### config.mk
export PLATFORM = sky130hd
export DESIGN_NAME = rca_seq_ctrl
export DESIGN_NICKNAME = d
export VERILOG_FILES = /design/src/rtl/rca_seq_ctrl.sv
export SDC_FILE = /design/constraint.sdc
export NUM_CORES = 1
export LEC_CHECK = 0
export CORE_MARGIN = 3
export CORE_UTILIZATION = 35
export DETAILED_ROUTE_END_ITERATION = 16
export DONT_BUFFER_PORTS = 1
export PLACE_DENSITY = 0.51
export SLEW_MARGIN = 20
export SYNTH_ARGS = -nofsm -noshare
export SYNTH_HDL_FRONTEND = slang
export SYNTH_SLANG_ARGS = --single-unit
### constraint.sdc
create_clock -name clk -period 3.8 [get_ports clk]
set_input_delay 0.19 -clock clk [delete_from_list [all_inputs] [get_ports clk]]
set_output_delay 0.19 -clock clk [all_outputs]
set_load 0.01 [all_outputs]
### src/rtl/rca_seq_ctrl.sv
// Sequential WIDTH-bit adder: one shared 4-bit ripple-carry slice, one nibble per clock,
// LSB first, with a registered carry linking consecutive slices.

module RCA_4 (
  input  logic [3:0] a,
  input  logic [3:0] b,
  input  logic       cin,
  output logic [3:0] sum,
  output logic       cout
);

  logic [4:0] c;

  always_comb begin
    c    = '0;
    sum  = '0;
    c[0] = cin;
    for (int i = 0; i < 4; i++) begin
      sum[i]   = a[i] ^ b[i] ^ c[i];
      c[i + 1] = (a[i] & b[i]) | (c[i] & (a[i] ^ b[i]));
    end
  end

  assign cout = c[4];

endmodule

module rca_seq_ctrl #(
  parameter int unsigned WIDTH = 16
) (
  input  logic             clk,
  input  logic             rst,
  input  logic             start_valid,
  output logic             start_ready,
  input  logic [WIDTH-1:0] a,
  input  logic [WIDTH-1:0] b,
  input  logic             cin,
  output logic [WIDTH-1:0] sum,
  output logic             cout,
  output logic             done,
  output logic             busy
);

  localparam int unsigned NSLICE = WIDTH / 4;
  localparam int unsigned IW     = (NSLICE > 1) ? $clog2(NSLICE) : 1;

  typedef enum logic [1:0] {StIdle, StAdd, StDone} state_e;

  state_e           state_q, state_d;
  logic [WIDTH-1:0] a_q, b_q;
  logic             carry_q;
  logic [IW-1:0]    idx_q;
  logic [3:0]       s4;
  logic             c4;
  logic             last;

  RCA_4 u_rca (
    .a    (a_q[4*idx_q +: 4]),
    .b    (b_q[4*idx_q +: 4]),
    .cin  (carry_q),
    .sum  (s4),
    .cout (c4)
  );

  assign last = (idx_q == IW'(NSLICE - 1));

  always_comb begin
    state_d     = state_q;
    start_ready = 1'b0;
    busy        = 1'b0;
    done        = 1'b0;
    unique case (state_q)
      StIdle: begin
        start_ready = 1'b1;
        if (start_valid) state_d = StAdd;
      end
      StAdd: begin
        busy = 1'b1;
        if (last) state_d = StDone;
      end
      StDone: begin
        busy    = 1'b1;
        done    = 1'b1;
        state_d = StIdle;
      end
      default: state_d = StIdle;
    endcase
  end

  always_ff @(posedge clk or posedge rst) begin
    if (rst) begin
      state_q <= StIdle;
      a_q     <= '0;
      b_q     <= '0;
      carry_q <= 1'b0;
      idx_q   <= '0;
      sum     <= '0;
      cout    <= 1'b0;
    end else begin
      state_q <= state_d;
      unique case (state_q)
        StIdle: begin
          // sum/cout hold the previous result until the first ADD cycle
          if (start_valid) begin
            a_q     <= a;
            b_q     <= b;
            carry_q <= cin;
            idx_q   <= '0;
          end
        end
        StAdd: begin
          sum[4*idx_q +: 4] <= s4;
          carry_q           <= c4;
          if (last) cout <= c4;
          else      idx_q <= idx_q + IW'(1);
        end
        default: ;
      endcase
    end
  end

endmodule

; ---- Yosys cells after proc, flatten, opt, wreduce, memory -nomap -nowiden
; Cells that the tools add are included.
[classes]
n_addsub = 2
n_eq_ne = 6
n_shift = 4
mux = 12
n_bitwise = 20
n_reduce_logical = 8
[op_table]
columns = operator, count
row1 = negation 4 -> 34 bit, 1
row2 = variable shift 4 x 34 -> 16 bit (first input constant), 1
row3 = indexed part select 4 x 34 -> 16 bit, 1
row4 = indexed part select 16 x 5 -> 4 bit, 2
row5 = bitwise mux 16 bit, 1
row6 = AND 1 bit, 8
row7 = 2-to-1 mux 2 bit, 4
row8 = case mux 2 bit (2 select lines), 2
row9 = AND reduction 2 bit, 4
row10 = bitwise XOR 1 bit, 8
row11 = != test 2 bit (second input constant), 3
row12 = equality test 2 bit (second input constant), 2
row13 = 2-to-1 mux 1 bit, 4
row14 = OR 1 bit, 4
row15 = AND reduction 3 bit, 1
row16 = adder 2 x 1 -> 2 bit (second input constant), 1
row17 = equality test 2 x 1 -> 1 bit (second input constant), 1
row18 = logical NOT 2 bit, 1
row19 = case mux 1 bit (2 select lines), 1
row20 = nonzero test 2 bit, 1
row21 = OR reduction 2 bit, 1
[word_totals]
reg_bits = 54
inputBits = 36
wordCells = 59

; ---- Logic depth before layout (Yosys ltp)
[depth]
depth_word = 11
ltp_mapped = 13
depth_no_buf = 12

; ---- Modules after synthesis
; From an unflattened synthesis, not the netlist that was laid out.
[hier_totals]
hier_cells = 193
hier_area_um2 = 2720.1
[modules_own_cells]
columns = module, instances, cells_each, area_each_um2
row1 = rca_seq_ctrl, 1, 179, 2602.5
row2 = RCA_4, 1, 14, 117.6

; ---- Worst setup path after synthesis
; OpenSTA, ideal clock, no wires.
[synth_timing]
kind = flip-flop to flip-flop
from = register idx_q[0]
to = register sum[11]
setup_time_ns = 0.121
arrival_time_ns = 2.626
setup_slack_ns = 1.053
stages_incl_launch_ff = 12
path_buffers = 1
period_less_slack_ns = 2.747
cell_sequence = dfrtp_1 > buf_6 > mux4_1 > inv_1 > fa_1 > inv_1 > fa_1 > inv_1 > fa_1 > inv_1 > fa_1 > a22o_1
[synth_between]
elab_chain_len = 11
[synth_lines]
columns = element, line
row1 = "start, declared", 52  ; logic [IW-1:0] idx_q;
row2 = "start signal, assigned", 115  ; else idx_q <= idx_q + IW'(1);
row3 = "indexed part select 16 x 5 -> 4 bit, on equally long branches", "58, 59"
row4 = bitwise XOR 1 bit, "19, 20"
row5 = AND 1 bit, 20  ; c[i + 1] = (a[i] & b[i]) | (c[i] & (a[i] ^ b[i]));
row6 = OR 1 bit, 20
row7 = AND 1 bit, 20
row8 = OR 1 bit, 20
row9 = AND 1 bit, 20
row10 = OR 1 bit, 20
row11 = bitwise XOR 1 bit, 19  ; sum[i] = a[i] ^ b[i] ^ c[i];
row12 = indexed part select 4 x 34 -> 16 bit, 112  ; sum[4*idx_q +: 4] <= s4;
row13 = bitwise mux 16 bit (*), 112
row14 = "end signal, assigned", 97  ; sum <= '0;
row15 = "end signal, assigned by index", 112
row16 = "end, declared", 38  ; output logic [WIDTH-1:0] sum,
; Every way passes the cells marked *; elsewhere a longest branch is shown, timed or not.
; A chain may end at the register's enable or synchronous reset.

; ---- Worst setup path after layout
[layout_timing]
from = register idx_q[0]
to = register carry_q
[layout_between]
elab_chain_len = 11
[layout_lines]
columns = element, line
row1 = "indexed part select 16 x 5 -> 4 bit, on equally long branches", "58, 59"
row2 = bitwise XOR 1 bit, 20
row3 = AND 1 bit, 20
row4 = OR 1 bit, 20
row5 = AND 1 bit, 20
row6 = OR 1 bit, 20
row7 = AND 1 bit, 20
row8 = OR 1 bit, 20
row9 = AND 1 bit, 20
row10 = OR 1 bit (*), 20
row11 = named net c4, 54  ; logic c4;
row12 = case mux 1 bit (2 select lines) (*), 101  ; unique case (state_q)
row13 = "end signal, assigned", 107  ; carry_q <= cin;
row14 = "end, declared", 51  ; logic carry_q;
; The timed path passes the listed nets; every way through them passes the cells marked *.

==> impl_metrics.tcl <==
set metrics [dict create \
    outcome "finished with violations" \
    violated_checks "negative hold slack" \
    synthesis.area_um2 2590 \
    global_route.usage.met3_pct 4.68 \
    synthCells 192 \
    fin_crit_ns 2.95 \
    layout.filler_cells 678 \
    r2r-start "idx_q[0]" \
    power.ir.vdd_worst_mv 0.368 \
    hpwlAfterDp_mm 3.78 \
    cell_leakage_power_nw 1.21 \
    clock_root_buffer "sky130_fd_sc_hd__clkbuf_8" \
    most-common-layout-cells "sky130_fd_sc_hd__dfrtp_1 (54), sky130_fd_sc_hd__mux2_2 (33), sky130_fd_sc_hd__nand2_1 (19)" \
    dpl_cell_area_um2 2660 \
    clock_insertion_delay_worst_skew_ns 0.30 \
    setup-tns-final_ns 0 \
    initial_utilization_pct 37.2 \
    multiInputGateArea_um2 1120 \
    worst-path-max-fanout 8 \
    antenna_violations_before_repair 0 \
    syn2layout_area_growth_pct 6.22 \
    layout.cells.most_common "sky130_fd_sc_hd__dfrtp_1" \
    slew-limit-headroom_pct 39.7 \
    finalSetupViolCount 0 \
    track_usage_pct 12.6 \
    placement.io_buffers 0 \
    critical_path.startpoint_type "register" \
    cts_inserted_buffers 5 \
    worst_hold_path_type "in2async" \
    worst_path_largest_cell_delay_ns 0.57 \
    yosys_warnings 0 \
    routed-via-count 1466 \
    maxCapViolCount 0 \
    synth.top_cells.by_area "sky130_fd_sc_hd__dfrtp_1 (52%), sky130_fd_sc_hd__mux2_2 (14%), sky130_fd_sc_hd__ha_1 (4.3%)" \
    timing.final.crit_share_pct 77.5 \
    postCtsResizedCells 0 \
    drt_drc_violations_left 0 \
    design.die.area_um2 8480 \
    finalNonFillerCells 291 \
    place_worst_setup_slack_ns 0.843 \
    cellPowerDensity_nw_per_um2 937 \
    worstRegToRegCells 13 \
    critical_path_s_slowest_cell "sky130_fd_sc_hd__mux4_1" \
    rsz0062_at_grt "no" \
    global_route.usage.met2_pct 21.0 \
    core_region_area_um2 6980 \
    synthesis.nets 241 \
    fmax_mhz 340 \
    grt_pass1_wl_mm 8.33 \
    critical_path.endpoint_type "register" \
    io_pins 56 \
    highest_utilization_routing_layer_at_the_global_route_stage "met2" \
    worstPathRequired_ns 3.97 \
    cts_setup_buffers 0 \
    post-synth-top-area-cell "sky130_fd_sc_hd__dfrtp_1" \
    setup_crit_start "idx_q[0]" \
    report.final.hold_viol_count 54 \
    worstSetupPathType "reg2reg" \
    clkTransAtPathRegs_ns 0.09 \
    gp_congestion 0.812 \
    data_arrival_at_the_endpoint_of_the_critical_path_ns 3.11 \
    grt_start_max_net_pins 55 \
    fin_ws_ns 0.855 \
    route.detailed.vias_per_inst 5.04 \
    hold_ws_ns -0.0605 \
    syn-mean-instance-area_um2 13.5 \
    dieHeight_um 92.1 \
    clock_tree.buffer_depth 2 \
    htree_levels 2 \
    ff_latch_area_um2 1350 \
    count_of_tritonroute_iterations_in_the_first_routing_pass 4 \
    antennaDiodeCount 0 \
    transition_time_at_the_pin_with_the_least_slew_margin_ns 0.903 \
    fin_nets 243 \
    final_layout_size_suffix_gt1_share_pct 26.2 \
    timing.clock.skew_ns 0.00886 \
    overflow 0 \
    synth_largest_type_area_fraction_pct 52.1 \
    postSynthRegisterBits 54 \
    seq_area_frac_synth_pct 52.1 \
    clock-sinks 54 \
    drt.antenna.violating_nets 0 \
    cts_hold_repair.buffers 0 \
    post_route_wl_mm 4.89 \
    crit_chain "buf_4, mux4_1, inv_1, fa_1, inv_1, fa_1, inv_1, fa_1, inv_1, fa_1, nand2b_1, o32ai_1, a21oi_1" \
    post-place-cells 283 \
    count_of_routing_violations_after_the_opening_detailed_route_iteration 58 \
    tritoncts "done" \
    synth_cell_types 26 \
    routed_wire_per_std_cell_um 16.8 \
    floorplan.rows 30 \
    timing.final.max_slew_violations 0 \
    first_global_vias 1610 \
    met1_usage_pct 14.9 \
    design_area_um2 2760 \
    fp.dieW_um 92.1 \
]
==> registers in the layout (all words and copies together) (netlist names) <==
name	flops
carry_q	1
idx_q	2
a_q	16
sum	16
state_q	2
cout	1
b_q	16
==> area by class of cell <==
class	count	area share [%]
Timing Repair Buffer	2	0.545
Clock inverter	2	0.454
Tap cell	96	4.36
Clock buffer	6	3.00
Inverter	15	2.09
Multi-Input combinational cell	116	40.5
Sequential cell	54	49.0
==> cell families (layout without fill, tap and decap cells) <==
family / Yosys count / in the layout / synth area share (%)
flops: 54 / 54 / 52.1
simple gates: 36 / 36 / 7.19
buf+inv: 22 / 25 / 4.87
fa+ha+maj: 13 / 13 / 7.43
compound gates: 26 / 26 / 6.61
mux: 41 / 41 / 21.8
==> path summary, 6_finish.rpt <==
path | end | slack [ns]
setup / recovery | carry_q | 0.85
hold / removal | sum[7] | -0.06
setup reg to reg | carry_q | 0.85
hold reg to reg | b_q[11] | 0.51
max in group asynchronous | cout | 3.33
min in group clk | a_q[10] | 0.03
==> synthesized netlist by cell type <==
library cell / instances
sky130_fd_sc_hd__nand2b_1: 3
sky130_fd_sc_hd__buf_2: 2
sky130_fd_sc_hd__or2_2: 1
sky130_fd_sc_hd__ha_1: 9
sky130_fd_sc_hd__fa_1: 4
sky130_fd_sc_hd__dfrtp_1: 54
sky130_fd_sc_hd__and4_1: 3
sky130_fd_sc_hd__inv_1: 15
sky130_fd_sc_hd__buf_8: 1
sky130_fd_sc_hd__nor2_1: 2
sky130_fd_sc_hd__nor2b_1: 1
sky130_fd_sc_hd__o21ai_0: 10
sky130_fd_sc_hd__and2b_1: 1
sky130_fd_sc_hd__a22o_1: 8
sky130_fd_sc_hd__o32ai_1: 1
sky130_fd_sc_hd__nand2_1: 19
sky130_fd_sc_hd__nand3_1: 1
sky130_fd_sc_hd__mux4_1: 4
sky130_fd_sc_hd__a21oi_1: 4
sky130_fd_sc_hd__mux4_2: 4
sky130_fd_sc_hd__nand4_1: 3
sky130_fd_sc_hd__buf_6: 4
sky130_fd_sc_hd__o31ai_1: 3
sky130_fd_sc_hd__mux2_2: 33
sky130_fd_sc_hd__nand2_2: 1
sky130_fd_sc_hd__nor3b_2: 1
==> per-layer routing <==
metal	vias up	wire, um
met1	732	1950
met4	0	76
met3	4	380
li1	690	-
met5	-	0
met2	40	2490
==> per-stage QoR <==
stage	power (mW)	util, %
2_1_floorplan	1.98	-
3_3_place_gp	2.25	38.1
3_5_place_dp	2.30	38.1
4_1_cts	2.62	39.5
5_1_grt	2.83	39.5
6_report	2.58	39.5
==> where the power goes <==
part	total, mW	switching, mW	internal, mW
sequential	1.03	0.194	0.837
combinational	1.23	0.642	0.589
clock	0.322	0.175	0.147
==> worst max-delay path: cells and delay by family (launching register included) <==
kind	cells	cell delay [ns]
flops	1	0.36
fa+ha+maj	4	1.08
mux	1	0.57
buf+inv	5	0.47
compound gates	2	0.20
simple gates	1	0.15
(Power assumes the default switching activity.)
